<file path="src/rtl/rle_encoder.sv">
// ============================================================================
//  Module      : rle_encoder
//  Description : Streaming JPEG run-length encoder with a one-entry output
//                register. It emits {run, level} symbols and one EOB per block.
//  Revision    : 1.0 - initial release
// ============================================================================
`default_nettype none

module rle_encoder #(
    parameter int COEF_W  = 11,
    parameter int RUN_W   = 6,
    parameter int LEVEL_W = 8
) (
    input  logic                     clk,
    input  logic                     rst_n,
    input  logic                     in_valid,
    output logic                     in_ready,
    input  logic [COEF_W-1:0]        in_coef,
    output logic                     out_valid,
    input  logic                     out_ready,
    output logic [RUN_W+LEVEL_W-1:0] out_sym,
    output logic                     out_eob,
    output logic                     blk_done
);

    localparam logic [0:0] S_DATA = 1'b0;
    localparam logic [0:0] S_EOB  = 1'b1;

    localparam logic [RUN_W-1:0]   LAST_IDX = {RUN_W{1'b1}};
    localparam logic [RUN_W-1:0]   EOB_RUN  = {RUN_W{1'b1}};
    localparam logic [LEVEL_W-1:0] LVL_MAX  = {1'b0, {(LEVEL_W-1){1'b1}}};
    localparam logic [LEVEL_W-1:0] LVL_MIN  = {1'b1, {(LEVEL_W-1){1'b0}}};

    logic [0:0]         state;
    logic [RUN_W-1:0]   idx;
    logic [RUN_W-1:0]   zrun;
    logic               in_beat;
    logic               out_beat;
    logic               coef_nz;
    logic               emit;
    logic               fits;
    logic [LEVEL_W-1:0] level;
    logic [COEF_W-LEVEL_W:0] upper;

    assign in_ready = (state == S_DATA) && (!out_valid || out_ready);
    assign in_beat  = in_valid && in_ready;
    assign out_beat = out_valid && out_ready;
    assign coef_nz  = |in_coef;
    assign emit     = (idx == '0) || coef_nz;

    // The coefficient fits the level field when every bit above the level sign matches it.
    assign upper = in_coef[COEF_W-1:LEVEL_W-1];
    assign fits  = (&upper) || !(|upper);

    always_comb begin
        level = in_coef[LEVEL_W-1:0];
        if (!fits) begin
            level = in_coef[COEF_W-1] ? LVL_MIN : LVL_MAX;
        end
    end

    always_ff @(posedge clk) begin
        if (!rst_n) begin
            state     <= S_DATA;
            idx       <= '0;
            zrun      <= '0;
            out_valid <= 1'b0;
            out_sym   <= '0;
            out_eob   <= 1'b0;
            blk_done  <= 1'b0;
        end else begin
            blk_done <= out_beat && out_eob;

            if (out_beat) begin
                out_valid <= 1'b0;
                out_eob   <= 1'b0;
            end

            case (state)
                S_DATA: begin
                    if (in_beat) begin
                        idx <= idx + 1'b1;
                        if (emit) begin
                            out_valid <= 1'b1;
                            out_eob   <= 1'b0;
                            out_sym   <= {((idx == '0) ? '0 : zrun), level};
                            zrun      <= '0;
                        end else begin
                            zrun <= zrun + 1'b1;
                        end
                        // The last coefficient always closes the block, zero or not.
                        if (idx == LAST_IDX) begin
                            state <= S_EOB;
                            zrun  <= '0;
                        end
                    end
                end
                S_EOB: begin
                    if (!out_valid || out_ready) begin
                        out_valid <= 1'b1;
                        out_eob   <= 1'b1;
                        out_sym   <= {EOB_RUN, {LEVEL_W{1'b0}}};
                        state     <= S_DATA;
                    end
                end
                default: state <= S_DATA;
            endcase
        end
    end

endmodule

`default_nettype wire

</file>
<file path="config.mk">
export PLATFORM = sky130hd
export DESIGN_NAME = rle_encoder
export DESIGN_NICKNAME = d
export VERILOG_FILES = /design/src/rtl/rle_encoder.sv
export SDC_FILE = /design/constraint.sdc
export NUM_CORES = 1
export LEC_CHECK = 0
export CORE_ASPECT_RATIO = 1.5
export CORE_UTILIZATION = 51
export DETAILED_ROUTE_END_ITERATION = 12
export GPL_TIMING_DRIVEN = 1
export MAX_ROUTING_LAYER = met4
export PLACE_DENSITY = 0.92
export SETUP_SLACK_MARGIN = 0.02
export SLEW_MARGIN = 20
export SYNTH_ARGS = -nofsm -noshare
export SYNTH_HDL_FRONTEND = slang
export SYNTH_SLANG_ARGS = --single-unit
</file>
<file path="constraint.sdc">
create_clock -name clk -period 4.4 [get_ports clk]
set_input_delay 0.88 -clock clk [delete_from_list [all_inputs] [get_ports clk]]
set_output_delay 0.88 -clock clk [all_outputs]
set_load 0.02 [all_outputs]
</file>
==> flow_metrics.py, run 1 <==
metrics = {
    "critical_path": {
        "critPathSlowestCell": "clkdlybuf4s50_1",
        "cp_slowest_stage_delay_ns": 0.64,
        "crit_type": "in2out",
        "worstPathArrival_ns": 2.26,
        "cpMostUsedCell": "clkdlybuf4s50_1",
        "crit_path_end_kind": "output port",
        "worst-path-max-fanout": 4,
        "start_kind": "primary input",
        "crit_chain": "clkdlybuf4s50_1, nor2b_1, nor2_1, clkdlybuf4s50_1",
        "required_ns": 3.52,
    },
    "sta": {
        "post-route-period-util_pct": 71.5,
        "layout_min_cycle_time_ns": 3.14,
        "rsz0062_at_grt": "false",
        "max_freq_mhz": 318,
        "hold_viol": 0,
        "fin_skew_ns": 0.00650,
        "setup_tns_ns": 0,
        "slew_viol_final": 0,
        "worst_slew_pin_slew_ns": 0.877,
        "slew_headroom_pct": 41.3,
        "setup_viol": 0,
        "layout_setup_ws_ns": 1.26,
    },
    "synth": {
        "synth_edf_count": 0,
        "synth_nets": 173,
        "synth_flop_cell": "dfxtp_1",
        "netlist_area_um2": 1420,
        "synth-seq-cells": 30,
        "synth_cell_types": 39,
        "async_flop_share_pct": 0,
        "synth.top_cells.by_count": "30 x dfxtp_1, 18 x o21ai_0, 15 x nand2_1, 10 x nand3_1, 8 x mux2i_1",
        "avgSynthCellArea_um2": 9.17,
        "synth_top_cell_by_area": "dfxtp_1",
        "ys_warn_count": 0,
        "synthCells": 155,
        "synth_top_area_share_pct": 42.3,
        "synth_area_leaders": "dfxtp_1 42%, o21ai_0 6.3%, mux2i_1 5.6%",
        "seq_area_frac_synth_pct": 42.3,
        "yosysMostFrequentCell": "dfxtp_1",
    },
    "pwr": {
        "p_leak_nw": 0.672,
        "power_frac_seq_pct": 47.6,
        "comb_power_share_pct": 14.0,
        "p_per_area_nw_per_um2": 327,
        "p_sw_share_pct": 26.1,
        "peakVddDrop_uv": 283,
        "intPower_uw": 446,
        "switching_power_uw": 158,
        "p_clk_share_pct": 38.4,
    },
    "finish": {
        "syn_to_final_growth_pct": 29.8,
        "drive_gt1_share_pct": 11.2,
        "layout.nets": 205,
        "antenna_cells": 0,
        "fillers": 195,
    },
    "place": {
        "portBuffers": 32,
        "place_congestion": 0.805,
        "dp_slack_ns": 1.26,
        "dp_hpwl_um": 2340,
    },
    "global_route": {
        "grt_max_degree": 29,
        "grt_use_total_pct": 24.8,
        "antenna_found_initial": 0,
        "grt_first_pass_wirelength_um": 5130,
        "grt-ovfl-total": 0,
        "first_global_vias": 1186,
    },
    "clock_network": {
        "cts_resized": 0,
        "postCtsSetupBuffers": 0,
        "htree_levels": 2,
        "cts_buffer_depth": 2,
        "cts_made_buffers": 5,
        "clkSinkCount": 30,
        "cts_tree": "yes",
        "postCtsHoldBufs": 0,
        "root_buffer": "clkbuf_8",
        "cts.clk_slew.worst_paths_ns": 0.06,
        "clock_latency_ns": 0.29,
    },
    "drt": {
        "ant_nets": 0,
        "vias_per_cell": 5.57,
        "drc": 0,
        "routed_wl_um": 3170,
        "firstDrtPassIters": 4,
        "vias": 1254,
        "detail_route.wl_per_cell_um": 14.1,
        "drtIter0Drc": 43,
    },
    "floorplanning": {
        "io_pins": 33,
        "rows": 23,
        "die_h_um": 66.7,
        "die_w_um": 45.1,
        "coreArea_um2": 2650,
        "start_util_pct": 53.7,
        "dieArea_um2": 3010,
    },
    "status": {
        "status": "completed",
    },
    "flow_run": {
        "maxCapViolCount": 0,
    },
    "hold_path": {
        "hold_class": "reg2reg",
    },
}
cells by family after synthesis:
| family | after synthesis | share of synthesized area [%] |
|---|---|---|
| AND/OR/NAND/NOR | 60 | 24.9 |
| XOR/XNOR | 5 | 3.08 |
| multiplexers | 8 | 5.63 |
| flip-flops | 30 | 42.3 |
| buffers and inverters | 11 | 3.70 |
| AO/OA/AOI/OAI | 38 | 17.8 |
| adder cells (fa/ha/maj) | 3 | 2.64 |
worst paths after layout:
kind,to,slack [ns],cells after the start,startpoint
worst min-delay path,out_sym[2],0.46,2,out_sym[2]
worst max register to register,zrun[5],2.37,5,state
worst max-delay path,in_ready,1.26,4,out_ready
worst min register to register,out_sym[2],0.46,2,out_sym[2]
final cells by class:
class / instances / area [um2] / share of cell area, %
clock buffers: 6 / 82.6 / 4.47
clock inverters: 2 / 12.5 / 0.678
inverters: 4 / 15.0 / 0.814
multi-input cells: 114 / 768 / 41.6
flip-flops and latches: 30 / 601 / 32.5
well taps: 37 / 46.3 / 2.51
repair buffers: 32 / 320 / 17.4
registers in the layout (all words and copies together), names as in the netlist:
name,flops
idx,6
out_eob,1
blk_done,1
out_valid,1
zrun,6
state,1
out_sym,14
power groups by stage:
| stage | Sequential, mW | Clock (mW) | Combinational, mW |
|---|---|---|---|
| after CTS | 0.287 | 0.235 | 0.0849 |
| after global routing | 0.288 | 0.247 | 0.0914 |
| after global placement | 0.293 | 0 | 0.0815 |
| final | 0.287 | 0.232 | 0.0846 |
| after detailed placement | 0.293 | 0 | 0.0840 |
| after floorplan | 0.300 | 0 | 0.0428 |
layout by cell type (no fill, tap or decap), types with 2 or more instances in the layout:
master / n
and3_1: 3
a21oi_1: 5
dfxtp_1: 30
xnor2_1: 2
nand3_1: 10
a21boi_0: 3
nor4_1: 2
o21ai_0: 18
nor2_1: 6
nor2b_1: 2
nor3_1: 5
o21ai_1: 2
o21ai_2: 4
clkdlybuf4s50_1: 32
and2_1: 4
nand3b_1: 2
or3_1: 2
inv_1: 4
mux2i_1: 8
ha_1: 3
nand4_1: 2
nand2_1: 15
clkbuf_8: 6
xor2_1: 3
metrics by stage:
step	utilization [%]	power [mW]	instances	hold WS [ns]	instance area, um2
6_report	69.7	0.604	225	0.460	1850
5_1_grt	69.7	0.627	225	0.484	1850
4_1_cts	69.7	0.607	225	0.466	1850
3_5_place_dp	66.1	0.377	217	0.458	1750
3_3_place_gp	66.1	0.374	217	0.448	1750
2_1_floorplan	-	0.343	155	0.460	1420
per-layer routing:
layer / vias up / routed length [um] / global-route usage [%]
met1: 597 / 1220 / 24.5
met5: - / 0 / -
met4: 0 / 84 / 13.6
li1: 615 / - / -
met3: 9 / 135 / 6.78
met2: 33 / 1730 / 42.6
worst max-delay path: cells and delay by family:
kind / cells / cell delay, ns
buffers and inverters: 2 / 1.16
and+or+nand+nor: 2 / 0.22
Note: power is estimated with default switching activity, not from simulation.
==> run 2: changes to the inputs <==
- CORE_UTILIZATION: 51 -> 44
- PLACE_DENSITY: 0.92 -> 0.86
- clock period: 4.4 -> 2.7 ns (I/O delays scaled with it)
==> flow_metrics.py, run 2 (synthesized netlist as in run 1, its figures left out) <==
metrics = {
    "global_route": {
        "grt_use_total_pct": 23.5,
        "grt_max_degree": 19,
        "first_global_vias": 1315,
        "grt-ovfl-total": 0,
        "antenna_found_initial": 0,
        "grt_first_pass_wirelength_um": 5980,
    },
    "finish": {
        "final_common_cell": "clkdlybuf4s50_1",
        "drive_gt1_share_pct": 12.6,
        "fillers": 233,
        "finalInstanceArea_um2": 1920,
        "mostFrequentLayoutCells": "32 x clkdlybuf4s50_1, 30 x dfxtp_1, 18 x o21ai_0",
        "antenna_cells": 0,
        "layout.cells.non_filler": 230,
        "layout.nets": 208,
        "largest_reg_flops": 14,
        "syn_to_final_growth_pct": 34.9,
        "top_register": "out_sym",
        "largestRegisters": "out_sym (14), idx (6), zrun (6)",
    },
    "sta": {
        "fin_skew_ns": 0.00770,
        "setup_tns_ns": 0,
        "worst_slew_pin_slew_ns": 0.742,
        "fin_hold_ws_ns": 0.464,
        "slew_viol_final": 0,
        "setup_viol": 0,
        "max_freq_mhz": 406,
        "rsz0062_at_grt": "false",
        "hold_viol": 0,
        "layout_min_cycle_time_ns": 2.46,
        "post-route-period-util_pct": 91.2,
        "slew_headroom_pct": 50.1,
    },
    "clock_network": {
        "postCtsHoldBufs": 0,
        "htree_levels": 2,
        "cts_buffer_depth": 2,
        "cts.clk_slew.worst_paths_ns": 0.06,
        "root_buffer": "clkbuf_8",
        "cts_resized": 0,
        "clock_latency_ns": 0.29,
        "postCtsSetupBuffers": 0,
        "cts_tree": "yes",
        "cts_made_buffers": 5,
        "clkSinkCount": 30,
    },
    "drt": {
        "vias": 1278,
        "wl_met2_um": 2060,
        "routed_wl_um": 3570,
        "ant_nets": 0,
        "drc": 0,
        "detail_route.wl_per_cell_um": 15.5,
        "firstDrtPassIters": 4,
        "met3_length_um": 149,
        "drtIter0Drc": 33,
        "top_layer_used": "met4",
        "vias_per_cell": 5.56,
        "wl_met1_um": 1260,
    },
    "place": {
        "dp_hpwl_um": 2710,
        "dp.cells": 222,
        "place_area_um2": 1780,
        "portBuffers": 32,
        "place_congestion": 0.803,
    },
    "floorplanning": {
        "die_w_um": 48.4,
        "start_util_pct": 47.3,
        "rows": 24,
        "die_h_um": 71.6,
        "io_pins": 33,
        "coreArea_um2": 3000,
        "dieArea_um2": 3470,
    },
    "critical_path": {
        "start_kind": "primary input",
        "crit_type": "in2out",
        "worstPathArrival_ns": 1.92,
        "crit_path_end_kind": "output port",
        "required_ns": 2.16,
        "worst-path-max-fanout": 4,
    },
    "status": {
        "status": "completed",
    },
    "pwr": {
        "p_leak_nw": 0.711,
        "total_power_mw": 1.18,
        "p_per_area_nw_per_um2": 618,
        "peakVddDrop_uv": 457,
    },
    "flow_run": {
        "maxCapViolCount": 0,
    },
    "hold_path": {
        "hold_class": "reg2reg",
    },
}
## run 2: changes by cell type in the layout (fill, tap and decap cells not counted), sizes merged
cell and change:
clkinvlp -1, clkinv -1, buf +3, bufinv +2
## run 2: layout make-up
type	count	area (um2)	share of cell area [%]
inverter	4	15.0	0.783
sequential	30	601	31.3
tap	39	48.8	2.54
clock inverter	2	60.1	3.13
multi-input combinational	114	768	40.1
timing repair buffer	35	343	17.9
clock buffer	6	82.6	4.31
## run 2: power by group
| group | switching [mW] | internal (mW) |
|---|---|---|
| clock | 0.179 | 0.394 |
| sequential | 0.0115 | 0.458 |
| combinational | 0.0754 | 0.0680 |
| total | 0.266 | 0.919 |
## run 2: routing by layer
metal,track usage [%],vias up
met5,-,-
met4,13.4,0
met3,5.10,10
met2,45.4,47
met1,20.5,601
li1,-,620
## run 2: worst paths after layout
path              start         end  slack (ns)  depth (start not counted)
max           out_ready    in_ready        0.24                          4
min          out_sym[1]  out_sym[1]        0.46                          2
max reg2reg      idx[2]     zrun[5]        0.90                          5
min reg2reg  out_sym[1]  out_sym[1]        0.46                          2
## run 2: critical path, cell delays in order
cell,delay [ns]
clkdlybuf4s50_1,0.53
nor2b_1,0.11
nor2_1,0.12
clkdlybuf4s50_1,0.63
## run 2: per-stage QoR
step	setup slack [ns]	utilization, %
2_1_floorplan	0.775	-
3_3_place_gp	0.159	59.1
3_5_place_dp	0.0769	59.1
4_1_cts	0.244	63.9
5_1_grt	0.134	63.9
6_report	0.238	63.9
